`src/rtl/tm_loader.sv`:
```
// tm_loader: turns a DATA / DONE / STEP command stream into timed presses of
// the Turing machine's Next and Done buttons, with the data word held on
// input_data.
//
// Build option: define TM_LOADER_STATS_EN to add the cmd_count / drop_count
// statistics outputs.
//
// state | meaning
// ------+-----------------------------------------------------------
// IDLE  | waiting for a command (in_ready may be 1)
// SETUP | one cycle with both buttons released before the press
// HIGH  | button held for PULSE_CYCLES cycles
// LOW   | button released for GAP_CYCLES cycles, then back to IDLE

module tm_loader #(
    parameter int AW           = 6,
    parameter int PULSE_CYCLES = 4,
    parameter int GAP_CYCLES   = 4
) (
    input  logic          clock,
    input  logic          reset,
    input  logic          in_valid,
    input  logic [1:0]    in_kind,
    input  logic [AW-1:0] in_data,
    output logic          in_ready,
    input  logic          compute_done,
    output logic [AW-1:0] input_data,
    output logic          Next,
    output logic          Done,
    output logic          busy
`ifdef TM_LOADER_STATS_EN
    ,
    output logic [7:0]    cmd_count,
    output logic [7:0]    drop_count
`endif
);

    localparam int MAXC = (PULSE_CYCLES > GAP_CYCLES) ? PULSE_CYCLES : GAP_CYCLES;
    localparam int CW   = $clog2(MAXC + 1);
    localparam logic [CW-1:0] PULSE_LAST = CW'(PULSE_CYCLES - 1);
    localparam logic [CW-1:0] GAP_LAST   = CW'(GAP_CYCLES - 1);

    typedef enum logic [1:0] {
        IDLE  = 2'd0,
        SETUP = 2'd1,
        HIGH  = 2'd2,
        LOW   = 2'd3
    } state_t;

    state_t          state_q, state_d;
    logic [CW-1:0]   cnt_q, cnt_d;
    logic [AW-1:0]   data_q, data_d;
    logic            is_done_q, is_done_d;
    logic            next_q, next_d;
    logic            done_q, done_d;
    logic            rdy_q, rdy_d;
    logic            accept;

    // Buttons and data word come straight from flops. in_ready drops on the
    // accept edge but only comes back one cycle after IDLE is re-entered, so
    // the outside view lines up with the one-cycle-late registered buttons.
    // While reset is held both in_ready and busy read 0.
    assign input_data = data_q;
    assign Next       = next_q;
    assign Done       = done_q;
    assign in_ready   = rdy_q & ~reset;
    assign busy       = ~rdy_q & ~reset;
    assign accept     = in_valid & rdy_q & (state_q == IDLE);

    // Next-state, counter, command latch and registered-output decode.
    always_comb begin
        state_d   = state_q;
        cnt_d     = '0;
        data_d    = data_q;
        is_done_d = is_done_q;
        case (state_q)
            IDLE: begin
                if (accept) begin
                    case (in_kind)
                        2'b00: begin
                            data_d    = in_data;
                            is_done_d = 1'b0;
                            state_d   = SETUP;
                        end
                        2'b01: begin
                            is_done_d = 1'b1;
                            state_d   = SETUP;
                        end
                        2'b10: begin
                            if (!compute_done) begin
                                is_done_d = 1'b0;
                                state_d   = SETUP;
                            end
                        end
                        default: ;
                    endcase
                end
            end
            SETUP: state_d = HIGH;
            HIGH: begin
                if (cnt_q == PULSE_LAST) state_d = LOW;
                else                     cnt_d   = cnt_q + CW'(1);
            end
            LOW: begin
                if (cnt_q == GAP_LAST) state_d = IDLE;
                else                   cnt_d   = cnt_q + CW'(1);
            end
            default: state_d = IDLE;
        endcase
        next_d = (state_q == HIGH) && !is_done_q;
        done_d = (state_q == HIGH) &&  is_done_q;
        rdy_d  = (state_q == IDLE) && (state_d == IDLE);
    end

    // State, counter and output registers; reset clears everything mid-pulse.
    always_ff @(posedge clock or posedge reset) begin
        if (reset) begin
            state_q   <= IDLE;
            cnt_q     <= '0;
            data_q    <= '0;
            is_done_q <= 1'b0;
            next_q    <= 1'b0;
            done_q    <= 1'b0;
            rdy_q     <= 1'b1;
        end else begin
            state_q   <= state_d;
            cnt_q     <= cnt_d;
            data_q    <= data_d;
            is_done_q <= is_done_d;
            next_q    <= next_d;
            done_q    <= done_d;
            rdy_q     <= rdy_d;
        end
    end

`ifdef TM_LOADER_STATS_EN
    logic [7:0] cmd_q;
    logic [7:0] drop_q;
    logic       play;
    logic       drop;

    assign play       = (state_q == SETUP);
    assign drop       = accept & ((in_kind == 2'b11) | ((in_kind == 2'b10) & compute_done));
    assign cmd_count  = cmd_q;
    assign drop_count = drop_q;

    // Played-pulse and dropped-command counters, free-running with wrap.
    always_ff @(posedge clock or posedge reset) begin
        if (reset) begin
            cmd_q  <= 8'd0;
            drop_q <= 8'd0;
        end else begin
            if (play) cmd_q  <= cmd_q + 8'd1;
            if (drop) drop_q <= drop_q + 8'd1;
        end
    end
`endif

endmodule

```
`config.mk`:
```
export PLATFORM = sky130hd
export DESIGN_NAME = tm_loader
export DESIGN_NICKNAME = d
export VERILOG_FILES = /design/src/rtl/tm_loader.sv
export SDC_FILE = /design/constraint.sdc
export NUM_CORES = 1
export LEC_CHECK = 0
export CAP_MARGIN = 0
export CORE_MARGIN = 4
export CORE_UTILIZATION = 45
export CTS_BUF_LIST = sky130_fd_sc_hd__clkbuf_8
export DETAILED_ROUTE_END_ITERATION = 8
export PLACE_DENSITY = 0.92
export SKIP_LAST_GASP = 1
export SLEW_MARGIN = 40
export SYNTH_ARGS = -nofsm -noshare
export SYNTH_HDL_FRONTEND = slang
export SYNTH_SLANG_ARGS = --single-unit
```
`constraint.sdc`:
```
create_clock -name clock -period 1.8 [get_ports clock]
set_input_delay 0.36 -clock clock [delete_from_list [all_inputs] [get_ports clock]]
set_output_delay 0.36 -clock clock [all_outputs]
set_load 0.03 [all_outputs]
```
**Yosys cells after proc, flatten, opt, wreduce, memory -nomap -nowiden**

Index checks and enable logic that the tools add are counted.

- Register bits: 15
- Latch bits: 0
- Bits in writable memories: 0
- Bits in read-only memories: 0
- Input port bits: 12
- Output and inout port bits: 10
- Logic and storage cells: 43
- Memories kept: 0

- Add/sub/neg operators: 1
- $mul: 0
- Divide/modulo/power cells: 0
- Order comparisons: 0
- Eq/ne operators: 7
- Shift operators: 0
- Multiplexer cells: 10
- Bitwise gates (word level): 6
- Reduce and logical (&&, ||, !) cells: 12

Operators with widths:

| cell | count |
|---|---|
| 2-to-1 mux 2 bit | 4 |
| one-hot mux 2 bit (4 select lines) | 1 |
| == test 2 bit (second input constant) | 3 |
| logical NOT 2 bit | 3 |
| 2-to-1 mux 3 bit | 2 |
| AND 1 bit | 4 |
| == test 2 x 1 -> 1 bit (second input constant) | 2 |
| one-hot mux 2 bit (2 select lines) | 1 |
| AND reduction 4 bit | 1 |
| OR reduction 2 bit | 2 |
| adder 3 x 1 -> 3 bit (second input constant) | 1 |
| == test 3 x 2 -> 1 bit (second input constant) | 1 |
| logical AND 1 bit | 3 |
| one-hot mux 1 bit (3 select lines) | 1 |
| AND reduction 3 bit | 1 |
| nonzero test 3 bit | 1 |
| inequality test 2 bit (second input constant) | 1 |
| NOT 1 bit | 2 |
| logical NOT 1 bit | 1 |
| 2-to-1 mux 1 bit | 1 |

**Logic depth before layout (Yosys ltp)**

- Depth after elaboration: 7
- Mapped depth: 4
- Depth with buffers taken out: 4

**Worst setup path before layout**

No wires, ideal clock.

- Kind: register to register
- Start: register rdy_q
- End: register data_q[0] (netlist: input_data[0])
- Setup time: 0.125 ns
- Data arrival time: 1.397 ns
- Slack: 0.278 ns
- Cell stages (with the launch flop): 5
- Cell sequence: dfstp_2 > nand4bb_1 > or3_1 > buf_6 > mux2_4

- Word-level cells in the longest chain between the ends: 3

Ends and longest elaborated chain:

| what | line | text |
|---|---|---|
| from (decl) | 56 | `logic rdy_q, rdy_d;` |
| from (signal assigned) | 132 | `rdy_q <= rdy_d;` |
| AND 1 bit (2 in a row) | 68 | `assign accept = in_valid & rdy_q & (state_q == IDLE);` |
| AND reduction 3 bit (no line) | - |  |
| to (signal assigned) | 128 | `data_q <= data_d;` |
| to (decl) | 52 | `logic [AW-1:0] data_q, data_d;` |

No other way between the ends.
A chain may end at the register's enable or synchronous reset.

**Worst setup path in the final report**

- Start: input port in_valid
- End: register data_q[2] (netlist: input_data[2])

- Word-level cells in the longest chain between the ends: 3

Ends and longest elaborated chain:

| what | line | text |
|---|---|---|
| from (decl) | 22 | `input logic in_valid,` |
| AND 1 bit (2 in a row) | 68 |  |
| AND reduction 3 bit (no line) | - |  |

No other way between the ends.

==> results.json <==
{
  "startpoint_type": "input pin",
  "cts-root-buf": "clkbuf_8",
  "post-route-drc-count": 0,
  "crit_required_ns": 1.93,
  "finalSetupViolations": 0,
  "post_cts_buffers": 0,
  "ys_warn_count": 0,
  "syn_inst": 46,
  "fin_worst_skew_ns": 0.00390,
  "min_period_ns": 1.69,
  "crit_path_cell_trace": "clkdlybuf4s50_1 -> nand4bb_1 -> or3_1 -> mux2_4",
  "rsz0062_at_grt": "no",
  "synth_seq_cells": 15,
  "area_delta_synth_final_pct": 44.1,
  "drive_gt1_frac": 0.247,
  "synthArstFlopShare": 1.00,
  "crit_type": "in2reg",
  "p_int_mw": 0.932,
  "synth_area_sq_um": 638,
  "combPwrFrac": 0.430,
  "initial_core_util": 0.484,
  "routed_wl_microns": 1240,
  "status": "complete, no violations",
  "setup-tns-final_ns": 0,
  "synth_nets": 59,
  "cts_max_level": 1,
  "crit_path_max_incr_delay_ns": 0.50,
  "clock_latency_ns": 0.24,
  "fp.dieArea_sq_um": 2080,
  "cts_tree": "done",
  "cp_num_buf_inv": 1,
  "ios": 22,
  "period_share": 0.940,
  "ys.flop_type": "dfrtp_1",
  "hold_class": "reg2reg",
  "switching_share": 0.332,
  "arrival_ns": 1.82,
  "grt.total_usage": 0.146,
  "p_sw_mw": 0.463,
  "ys_types": 23,
  "gp_congestion": 0.701,
  "post_drt_wl_per_cell_microns": 14.1,
  "fp.dieH_microns": 45.7,
  "power.share.sequential": 0.377,
  "hold_viol": 0,
  "hold_depth": 1,
  "numCtsBuffers": 3,
  "critPathSlowestCell": "or3_1",
  "avgSynthCellArea_sq_um": 13.9,
  "grt_pass1_wl_microns": 2080,
  "r2r_cells": 3,
  "p_per_area_nw_per_um2": 1520,
  "cts.sinks": 15,
  "worst_slew_pin_slew_ns": 0.538,
  "hpwl_microns": 995,
  "worstSetupEndpointType": "register",
  "fin_hold_ws_ns": 0.444,
  "antenna_found_initial": 0,
  "insertedDiodeCount": 0,
  "rows": 13,
  "clk_pin_slew_worst_paths_ns": 0.06,
  "drt_first_pass_iters": 1,
  "final_util": 0.698,
  "port_buffers": 21,
  "crit_family": "simple AND/OR/NAND/NOR gates",
  "core_area_sq_um": 1320,
  "r2r_setup_slack_ns": 0.16,
  "clock_path_buffers": 2,
  "max_slew_margin": 0.641,
  "leakage_nw": 0.446,
  "drt-vias-per-instance": 4.88,
  "slew_viol_final": 0,
  "grt_pass1_vias": 451,
  "cts_resized": 0,
  "path_max_fanout": 6,
  "drt_iter0_markers": 0,
  "die_w_microns": 45.7,
  "holdBufCountCts": 0,
  "ant_nets": 0,
  "final_nets": 87,
  "crit_cells": 4,
  "yosysSeqAreaShare": 0.590,
  "worst_ir_drop_vdd_mv": 0.876,
  "timing.max_cap.violations": 0,
  "pwr-share-clk": 0.193,
  "grt_max_degree": 16,
  "fmax_mhz": 591,
  "final.fill_count": 84,
  "synth-edff-count": 0,
  "overflow": 0,
  "num_vias": 429
}
==> through the flow <==
step / cells / cell area, sq um / setup slack [ns] / total power [mW]
after floorplan: 46 / 638 / 0.278 / 0.891
after global placement: 84 / 873 / -0.122 / 1.11
after detailed placement: 84 / 873 / -0.164 / 1.14
after CTS: 88 / 920 / 0.0988 / 1.41
after global routing: 88 / 920 / 0.0523 / 1.50
final: 88 / 920 / 0.108 / 1.40
==> metal layers <==
metal	up-vias	routed length, microns	global-route usage
met2	15	613	0.242
li1	211	-	-
met1	203	519	0.172
met4	0	0	0.0526
met5	-	0	0
met3	0	109	0.0514
==> flip-flops by register name, indices dropped and copies added (netlist names) <==
register and cells:
Done 1, Next 1, cnt_q 3, input_data 6, is_done_q 1, rdy_q 1, state_q 2
==> layout by cell type, fill, tap and decap left out <==
master           instances
dfstp_2                  1
a21oi_1                  1
inv_1                    1
and2_2                   1
nand2_1                  1
dfrtp_1                 14
and3b_1                  1
and3_1                   1
nor3_1                   1
nand4bb_1                1
a2bb2oi_1                1
and3b_2                  1
nor2_1                   4
and2_1                   1
clkinv_2                 1
xor2_1                   1
o21ai_0                  1
a22o_1                   1
mux2_4                   6
or3_1                    1
clkdlybuf4s50_1         19
ha_1                     1
nor2b_1                  2
buf_4                    5
nor3b_1                  2
clkbuf_8                 3
==> synth_stat cells, types with 2 or more instances <==
master	number	area, sq um
dfrtp_1	14	350
mux2_4	6	90.1
nor2_1	4	15.0
nor2b_1	2	12.5
nor3b_1	2	15.0
==> power groups by stage <==
stage	Clock [mW]	Sequential, mW	Combinational [mW]
floorplan	0	0.659	0.233
global placement	0	0.529	0.581
detailed placement	0	0.533	0.606
CTS	0.275	0.527	0.608
global route	0.294	0.544	0.659
finish	0.269	0.526	0.601
==> final cells by class <==
| cell class | instances | area [sq um] | area share |
|---|---|---|---|
| inverters | 1 | 3.75 | 0.00408 |
| clock buffers | 3 | 41.3 | 0.0449 |
| repair buffers | 24 | 228 | 0.248 |
| well taps | 15 | 18.8 | 0.0204 |
| clock inverters | 1 | 5.00 | 0.00544 |
| multi-input cells | 29 | 246 | 0.268 |
| flip-flops and latches | 15 | 377 | 0.410 |
==> cell families (layout without fill, tap and decap cells) <==
family	after synthesis	after routing	synth area share
AOI/OAI and AO/OA	4	4	0.0431
adders and majority gates	1	1	0.0196
DFF	15	15	0.590
buffers and inverters	2	29	0.0235
muxes	6	6	0.141
xor gates and xnor gates	1	1	0.0137
and+or+nand+nor	17	17	0.169
==> final timing paths <==
path	startpoint	to
max	in_valid	input_data[2]
min	cnt_q[0]	cnt_q[0]
max reg2reg	rdy_q	input_data[2]
min reg2reg	cnt_q[0]	cnt_q[0]
max in group asynchronous	reset	rdy_q
min in group asynchronous	reset	state_q[1]
Note: power is estimated with default switching activity, not from simulation.
